===== config.mk =====
export PLATFORM = sky130hd
export DESIGN_NAME = uart_tx_bridge
export DESIGN_NICKNAME = d
export VERILOG_FILES = /design/src/rtl/uart_pkg.sv /design/src/rtl/sync_fifo.sv /design/src/rtl/uart_tx_bridge.sv
export SDC_FILE = /design/constraint.sdc
export NUM_CORES = 1
export LEC_CHECK = 0
export CORE_MARGIN = 3
export CORE_UTILIZATION = 30
export CTS_CLUSTER_DIAMETER = 30
export DETAILED_ROUTE_END_ITERATION = 10
export PLACE_DENSITY_LB_ADDON = 0.1
export SYNTH_ARGS = -nofsm -noshare
export SYNTH_HDL_FRONTEND = slang
export SYNTH_SLANG_ARGS = --single-unit
export TNS_END_PERCENT = 50

===== constraint.sdc =====
create_clock -name clk -period 3.4 [get_ports clk]
set_input_delay 0.34 -clock clk [delete_from_list [all_inputs] [get_ports clk]]
set_output_delay 0.34 -clock clk [all_outputs]
set_load 0.02 [all_outputs]

===== src/rtl/uart_pkg.sv =====
// uart_pkg: shared FSM state encoding and constants for the UART TX bridge
package uart_pkg;
  typedef enum logic [2:0] {
    IDLE   = 3'd0,
    START  = 3'd1,
    DATA   = 3'd2,
    STOP   = 3'd3,
    PARITY = 3'd4
  } state_e;
  localparam int DEFAULT_CLK_DIV = 868;
  localparam int BAUD_CNT_W = 16;
endpackage


===== src/rtl/sync_fifo.sv =====
// sync_fifo: single-clock FIFO; a push on a full FIFO is accepted only when a pop happens on the same edge
// Ports: clk, rst (async, active-high), push/din write side, pop/dout read side
//        (dout shows the head combinationally), full, empty, level (occupancy).
module sync_fifo #(
  parameter int W = 8,
  parameter int DEPTH = 16,
  parameter int AW = 4
) (
  input  logic         clk,
  input  logic         rst,
  input  logic         push,
  input  logic         pop,
  input  logic [W-1:0] din,
  output logic [W-1:0] dout,
  output logic         full,
  output logic         empty,
  output logic [AW:0]  level
);
  logic [W-1:0] mem_q [DEPTH];
  logic [AW-1:0] wp_q, wp_d, rp_q, rp_d;
  logic [AW:0] lvl_q, lvl_d;
  logic wr, rd;
  always_comb begin
    rd = pop & ~empty;
    wr = push & (~full | rd);
    wp_d = wp_q + AW'(wr);
    rp_d = rp_q + AW'(rd);
    lvl_d = lvl_q + (AW+1)'(wr) - (AW+1)'(rd);
  end
  always_ff @(posedge clk or posedge rst)
    if (rst) begin
      wp_q <= '0;
      rp_q <= '0;
      lvl_q <= '0;
    end else begin
      wp_q <= wp_d;
      rp_q <= rp_d;
      lvl_q <= lvl_d;
    end
  always_ff @(posedge clk)
    if (wr) mem_q[wp_q] <= din;
  assign dout = mem_q[rp_q];
  assign full = lvl_q == (AW+1)'(DEPTH);
  assign empty = lvl_q == '0;
  assign level = lvl_q;
endmodule


===== src/rtl/uart_tx_bridge.sv =====
// uart_tx_bridge: buffers core UART byte strobes in a FIFO and serialises them as 8N1 on txd
// Ports: clk, rst (async, active-high), char_in/char_valid push strobe (no backpressure),
//        overflow_clr clears the sticky overflow flag, txd serial out (idle high),
//        busy (frame in progress or FIFO non-empty), overflow, fifo_level.
// Build option: UART_TX_PARITY_EN adds an even-parity bit between data and stop (8E1).
module uart_tx_bridge
  import uart_pkg::*;
#(
  parameter int CLK_DIV = DEFAULT_CLK_DIV,
  parameter int FIFO_DEPTH = 16,
  parameter int FIFO_AW = 4
) (
  input  logic               clk,
  input  logic               rst,
  input  logic [7:0]         char_in,
  input  logic               char_valid,
  input  logic               overflow_clr,
  output logic               txd,
  output logic               busy,
  output logic               overflow,
  output logic [FIFO_AW:0]   fifo_level
);
  localparam logic [BAUD_CNT_W-1:0] LOAD = BAUD_CNT_W'(CLK_DIV - 1);
  state_e state_q, state_d;
  logic [BAUD_CNT_W-1:0] cnt_q, cnt_d;
  logic [2:0] bit_q, bit_d;
  logic [7:0] shift_q, shift_d, fifo_dout;
  logic txd_q, txd_d, ov_q, ov_d, pop, full, empty, tick;
`ifdef UART_TX_PARITY_EN
  logic par_q, par_d;
`endif
  sync_fifo #(.W(8), .DEPTH(FIFO_DEPTH), .AW(FIFO_AW)) u_fifo (
    .clk   (clk),
    .rst   (rst),
    .push  (char_valid),
    .pop   (pop),
    .din   (char_in),
    .dout  (fifo_dout),
    .full  (full),
    .empty (empty),
    .level (fifo_level)
  );
  assign tick = cnt_q == '0;
  always_ff @(posedge clk or posedge rst)
    if (rst) begin
      state_q <= IDLE;
      cnt_q <= '0;
      bit_q <= '0;
      shift_q <= '0;
      txd_q <= 1'b1;
      ov_q <= 1'b0;
`ifdef UART_TX_PARITY_EN
      par_q <= 1'b0;
`endif
    end else begin
      state_q <= state_d;
      cnt_q <= cnt_d;
      bit_q <= bit_d;
      shift_q <= shift_d;
      txd_q <= txd_d;
      ov_q <= ov_d;
`ifdef UART_TX_PARITY_EN
      par_q <= par_d;
`endif
    end
  // The counter rests at 0 in IDLE, so IDLE sees a tick on every edge and pops as soon as data arrives.
  always_comb begin
    state_d = state_q;
    cnt_d = tick ? cnt_q : cnt_q - BAUD_CNT_W'(1);
    bit_d = bit_q;
    shift_d = shift_q;
    pop = 1'b0;
    if (tick)
      case (state_q)
        IDLE, STOP: begin
          state_d = empty ? IDLE : START;
          pop = ~empty;
          shift_d = empty ? shift_q : fifo_dout;
          cnt_d = empty ? cnt_q : LOAD;
        end
        START: begin
          state_d = DATA;
          bit_d = '0;
          cnt_d = LOAD;
        end
        DATA: begin
          cnt_d = LOAD;
          shift_d = shift_q >> 1;
          bit_d = bit_q + 3'd1;
`ifdef UART_TX_PARITY_EN
          state_d = bit_q == 3'd7 ? PARITY : DATA;
`else
          state_d = bit_q == 3'd7 ? STOP : DATA;
`endif
        end
`ifdef UART_TX_PARITY_EN
        PARITY: begin
          state_d = STOP;
          cnt_d = LOAD;
        end
`endif
        default: state_d = IDLE;
      endcase
`ifdef UART_TX_PARITY_EN
    par_d = pop ? ^fifo_dout : par_q;
`endif
  end
  // txd is registered from the next state so the line changes on the same edge as the state.
  always_comb begin
    txd_d = state_d == START ? 1'b0 :
            state_d == DATA  ? shift_d[0] :
`ifdef UART_TX_PARITY_EN
            state_d == PARITY ? par_d :
`endif
            1'b1;
    ov_d = (char_valid & full & ~pop) | (ov_q & ~overflow_clr);
  end
  assign txd = txd_q;
  assign overflow = ov_q;
  assign busy = (state_q != IDLE) | (fifo_level != '0);
endmodule


## Yosys cells after proc, flatten, opt, wreduce, memory -nomap -nowiden

Memory sizes are Yosys's and may differ from the RTL's.
Index checks and enable logic that the tools add are counted.

| storage, ports and cells | value |
|---|---|
| output and inout bits | 8 |
| input port bits | 12 |
| memories kept | 1 |
| word-level logic and storage cells | 67 |
| bits in registers | 45 |
| bits in writable memories | 128 |

| cells by class | value |
|---|---|
| bitwise gates (word level) | 12 |
| equal/unequal tests | 9 |
| muxes and demuxes | 18 |
| add/subtract/negate cells | 6 |
| reductions and logical operators | 11 |

Memories:

| memory | words | bits a word | read ports | clocked after memory_dff | write ports | line | text |
|---|---|---|---|---|---|---|---|
| u_fifo.mem_q | 16 | 8 | 1 | 0 | 1 | sync_fifo.sv:19 | `logic [W-1:0] mem_q [DEPTH];` |

Operators by type and width:

| operator | count |
|---|---|
| $mux 16 | 3 |
| $pmux 16 s2 | 1 |
| $logic_not 16->1 | 1 |
| $pmux 8 s2 | 1 |
| $sub 16x1->16 const B | 1 |
| $eq 3x2->1 const B | 3 |
| $mux 1 | 9 |
| $add 4x1->4 | 2 |
| $mux 8 | 1 |
| $eq 3x1->1 const B | 2 |
| $pmux 2 s3 | 1 |
| $pmux 3 s2 | 1 |
| $add 5x1->5 | 1 |
| $and 1x1->1 | 5 |
| $eq 5x5->1 const B | 1 |
| $logic_not 5->1 | 1 |
| $reduce_bool 5->1 | 1 |
| $sub 5x1->5 | 1 |
| $not 1->1 | 4 |
| $reduce_bool 2->1 | 2 |
| $reduce_or 2->1 | 2 |
| $add 3x1->3 const B | 1 |
| $eq 3x3->1 const B | 1 |
| $logic_not 3->1 | 1 |
| other kinds (7) | 9 |

## Depth between registers and ports, before layout

Gate-level depths: netlist of the first run.

| logic depth | value |
|---|---|
| depth after elaboration | 9 |
| mapped depth | 14 |
| mapped depth without buffers | 14 |

## Cells and area by module

Synthesis of the first run repeated with hierarchy kept, for this count alone.

| unflattened totals | value |
|---|---|
| cell total of the unflattened synthesis | 447 |
| area, all modules | 7435.9 um^2 |

Modules (own cells, without submodules):

| module | instances | area each (um^2) | sequential area each (um^2) | cells an instance |
|---|---|---|---|---|
| sync_fifo | 1 | 5691.7 | 4169.0 | 281 |
| uart_tx_bridge | 1 | 1744.2 | 802.0 | 166 |

## Least setup slack after synthesis of the first run

OpenSTA, ideal clock, no wires.

| timing | value |
|---|---|
| path kind | register to register |
| start point | register u_fifo.lvl_q[3] (netlist: u_fifo.level[3]) |
| end point | register u_fifo.lvl_q[4] (netlist: u_fifo.level[4]) |
| data required time | 3.277 ns |
| library setup time | 0.123 ns |
| setup slack | 0.351 ns |
| buffers on the path | 0 |
| cell stages (with the launch flop) | 15 |
| clock period less this slack | 3.049 ns |
| arrival | 2.926 ns |
| path through | dfrtp_1 -> inv_1 -> ha_1 -> nor4b_2 -> or3b_4 -> or2_1 -> inv_2 -> ha_1 -> inv_1 -> ha_1 -> fa_1 -> a21oi_1 -> nor2_1 -> nor2_1 -> xnor2_1 |

| on the way | value |
|---|---|
| longest elaborated chain between the ends | 9 |
| elaborated cells between the ends (all ways) | 11 |
| classes of those cells | 2 x add/sub; 1 x eq/ne; 2 x mux; 5 x bitwise; 1 x reduce/logical |

Ends and longest elaborated chain:

| element | line | text |
|---|---|---|
| from (decl) | sync_fifo.sv:21 | `logic [AW:0] lvl_q, lvl_d;` |
| from (signal assigned) | sync_fifo.sv:38 | `lvl_q <= lvl_d;` |
| $logic_not 5->1 | sync_fifo.sv:44 | `assign empty = lvl_q == '0;` |
| $not 1->1 | sync_fifo.sv:24, uart_tx_bridge.sv:77 |  |
| $mux 1 | uart_tx_bridge.sv:74 | `case (state_q)` |
| $mux 1 | uart_tx_bridge.sv:73 | `if (tick)` |
| $and 1x1->1 | sync_fifo.sv:24 | `rd = pop & ~empty;` |
| $or 1x1->1 | sync_fifo.sv:25 | `wr = push & (~full \| rd);` |
| $and 1x1->1 | sync_fifo.sv:25 |  |
| $add 5x1->5 | sync_fifo.sv:28 | `lvl_d = lvl_q + (AW+1)'(wr) - (AW+1)'(rd);` |
| $sub 5x1->5 (*) | sync_fifo.sv:28 |  |
| named net u_fifo.lvl_d[4] | sync_fifo.sv:21 |  |

The timed path passes the listed nets; every way through them passes the cells marked *.
A chain may end at the register's enable or synchronous reset.

## Final worst setup path of the first run

| timing | value |
|---|---|
| start point | register u_fifo.lvl_q[2] (netlist: u_fifo.level[2]) |
| end point | register u_fifo.lvl_q[4] (netlist: u_fifo.level[4]) |

The elaborated chain is that of the path after synthesis.

==> flow_summary.yaml, run 1 <==
run_status:
  status: "finished, final reports clean"
clock_tree:
  cts_resized: 0
  ctsHtreeMaxLevel: 4
  cts_buffers: 17
  insertion_delay_ns: 0.43
  cts.sinks: 173
  cts_hold_buf: 0
  clock_path_buffers: 2
  cts_tree: "built"
  cts-root-buf: "clkbuf_16"
  clk_pin_slew_ns: 0.07
  post_cts_buffers: 0
worst_setup_path:
  endpoint_kind: "flip-flop"
  cp.required_ns: 3.74
  crit_arrival_ns: 3.29
  cp_common_cell: "ha_1"
  cp_num_buf_inv: 3
  critical_path.top_delay_family: "simple AND/OR/NAND/NOR gates"
  slowest_stage: "or3b_4"
  cp_slowest_stage_delay_ns: 0.42
  r2r_slack_ns: 0.45
  criticalPathCategory: "flip-flop to flip-flop"
  start_kind: "flip-flop"
  cp_cell_sequence: "inv_1, ha_1, nor4b_2, or3b_4, or2_1, inv_2, ha_1, inv_1, ha_1, fa_1, a21oi_1, nor2_1, nor2_1, xnor2_1"
  crit_fanout: 6
grt:
  use_met3: 0.0304
  gr-usage-met2: 0.217
  overflow: 0
  grt_pass1_wl_um: 25200
  top_usage_layer: "met2"
  antenna_found_initial: 0
  grt_pass1_vias: 4194
  grt_util_met1: 0.167
  grt_usage: 0.128
  grt_max_degree: 46
synth:
  synth.avg_cell_area_um2: 16.2
  syn_inst: 457
  synth-edff-count: 128
  syn-num-nets: 482
  synthArstFlopShare: 0.260
  synth.cell_area_mm2: 0.00742
  ys.warnings.count: 0
  netlist-cell-type-count: 60
  ys_seq_elements: 173
  yosys_most_used_dff: "edfxtp_1"
  seq_area_frac_synth: 0.670
detailed_routing:
  drt_iter0_drc: 167
  wl_per_cell_um: 19.4
  vias: 4004
  totalWireLength_um: 16200
  drcViolationCount: 0
  ant_nets: 0
  viasPerCell: 4.79
  firstDrtPassIters: 4
timing:
  setup_ws_ns: 0.449
  fin_crit_sh: 0.868
  clock.fmax_mhz: 339
  fin_crit_ns: 2.95
  finalSetupViolations: 0
  tightest_slew_ns: 0.986
  rsz0062_at_grt: "no"
  hold_viol: 0
  slew_violations: 0
  fin_skew_ns: 0.0127
  slew_headroom: 0.342
  tns_ns: 0
place:
  place_congestion: 0.760
  hpwl_um: 10800
  dp_slack_ns: 0.450
  port-buffer-count: 19
pwr:
  leakagePower_nw: 3.04
  p_per_area_mw_per_mm2: 604
  vdd_drop_max_mv: 0.305
final_layout:
  antenna_cells: 0
  nets: 529
  final_cell_mix: "edfxtp_1, dfrtp_1, nor2_1"
  drive_above_1_share: 0.238
  fill_cells: 2264
  layout_commonest_cell: "edfxtp_1"
  syn_to_final_growth_pct: 18.3
run:
  cap_violations: 0
die:
  die_w_um: 163
  core_mm2: 0.0239
  row_count: 56
  start_util: 0.310
  die_h_um: 163
  pin_count: 20
  die-area_mm2: 0.0267
min_path:
  holdCritPathClass: "input port to asynchronous set/reset pin"
[worst reg2reg max path: stages (launching register included)]
cell and delay [ns]:
dfrtp_1 0.37, inv_1 0.07, ha_1 0.21, nor4b_2 0.17
or3b_4 0.42, or2_1 0.30, inv_2 0.08, ha_1 0.12
inv_1 0.04, ha_1 0.21, fa_1 0.42, a21oi_1 0.17
nor2_1 0.05, nor2_1 0.11, xnor2_1 0.13
[kinds of logic after synthesis]
logic type                 Yosys count  synth area share
AOI/OAI and AO/OA                   47            0.0435
DFF                                173             0.670
xor gates and xnor gates            18            0.0223
adders and majority gates           14            0.0243
muxes                               49             0.125
and+or+nand+nor                    115            0.0916
buffers and inverters               41            0.0236
[state kept, by name, summed over array words and instances, names as in the netlist]
| name | cells |
|---|---|
| u_fifo.level | 5 |
| shift_q | 8 |
| state_q | 3 |
| u_fifo.wp_q | 4 |
| bit_q | 3 |
| txd | 1 |
| overflow | 1 |
| u_fifo.mem_q | 128 |
| cnt_q | 16 |
| u_fifo.rp_q | 4 |
[layout make-up]
class	instances	area [um^2]	area share
repair buffers	47	413	0.0470
multi-input cells	243	2270	0.259
clock buffers	17	425	0.0485
flip-flops and latches	173	4970	0.567
well taps	319	399	0.0455
clock inverters	15	213	0.0242
inverters	22	82.6	0.00941
[routing by layer]
layer | part of all wire | up-vias
li1 | - | 1855
met1 | 0.45 | 2092
met2 | 0.51 | 49
met3 | 0.032 | 8
met4 | 0.0070 | 0
met5 | 0 | -
[synthesized netlist by cell type, types with 3 or more instances]
cell type  number  share of area
a21oi_1         9         0.0061
a31oi_1         3         0.0025
buf_2           5         0.0034
clkbuf_1        9         0.0046
dfrtp_1        44           0.15
edfxtp_1      128           0.52
ha_1           12          0.020
inv_1          21          0.011
mux2_2          7          0.011
mux2i_1         8          0.011
mux4_2         34           0.10
nand2_1        24          0.012
nand2b_1        5         0.0042
nand3_1         6         0.0040
nand4_1         6         0.0051
nor2_1         35          0.018
nor2b_1         4         0.0034
nor3_1          8         0.0054
nor3_2          4         0.0054
nor4_1          3         0.0025
o211ai_1       10          0.010
o21ai_0        10         0.0067
o2bb2ai_1       3         0.0035
xnor2_1         7         0.0083
xor2_1         10          0.012
[power by group]
group          switching, mW  leakage (nW)  internal [mW]  total [mW]
sequential             0.115          1.70           2.49        2.61
combinational          0.387          1.04          0.301       0.688
clock                  0.987         0.300           1.02        2.00
total                   1.49          3.04           3.81        5.30
[final timing paths]
check,from,end,cells after the start
worst max-delay path,u_fifo.level[2]$_DFF_PP0_,u_fifo.level[4]$_DFF_PP0_,14
worst min-delay path,rst,cnt_q[4]$_DFFE_PP0P_,2
worst max register to register,u_fifo.level[2]$_DFF_PP0_,u_fifo.level[4]$_DFF_PP0_,14
worst min register to register,cnt_q[0]$_DFFE_PP0P_,cnt_q[0]$_DFFE_PP0P_,1
max in group asynchronous,rst,u_fifo.rp_q[0]$_DFF_PP0_,2
min in group clk,overflow_clr,overflow$_DFF_PP0_,2
[per-stage QoR]
stage | instances | power [mW] | hold slack (ns) | instance area, um^2 | util
after floorplan | 457 | 3.04 | 0.439 | 7420 | -
after global placement | 804 | 3.35 | 0.473 | 8140 | 0.341
after detailed placement | 804 | 3.36 | 0.497 | 8140 | 0.341
after CTS | 836 | 5.38 | 0.481 | 8780 | 0.367
after global routing | 836 | 5.55 | 0.482 | 8780 | 0.367
final | 836 | 5.30 | 0.476 | 8780 | 0.367
(Power assumes the default switching activity.)
==> run 2, diff against run 1 <==
--- a/config.mk
+++ b/config.mk
@@ -13,4 +13,4 @@
 export SYNTH_ARGS = -nofsm -noshare
 export SYNTH_HDL_FRONTEND = slang
 export SYNTH_SLANG_ARGS = --single-unit
-export TNS_END_PERCENT = 50
+export TNS_END_PERCENT = 30
==> results of run 2 <==
Final layout, timing and power as in run 1 (identical DEF).
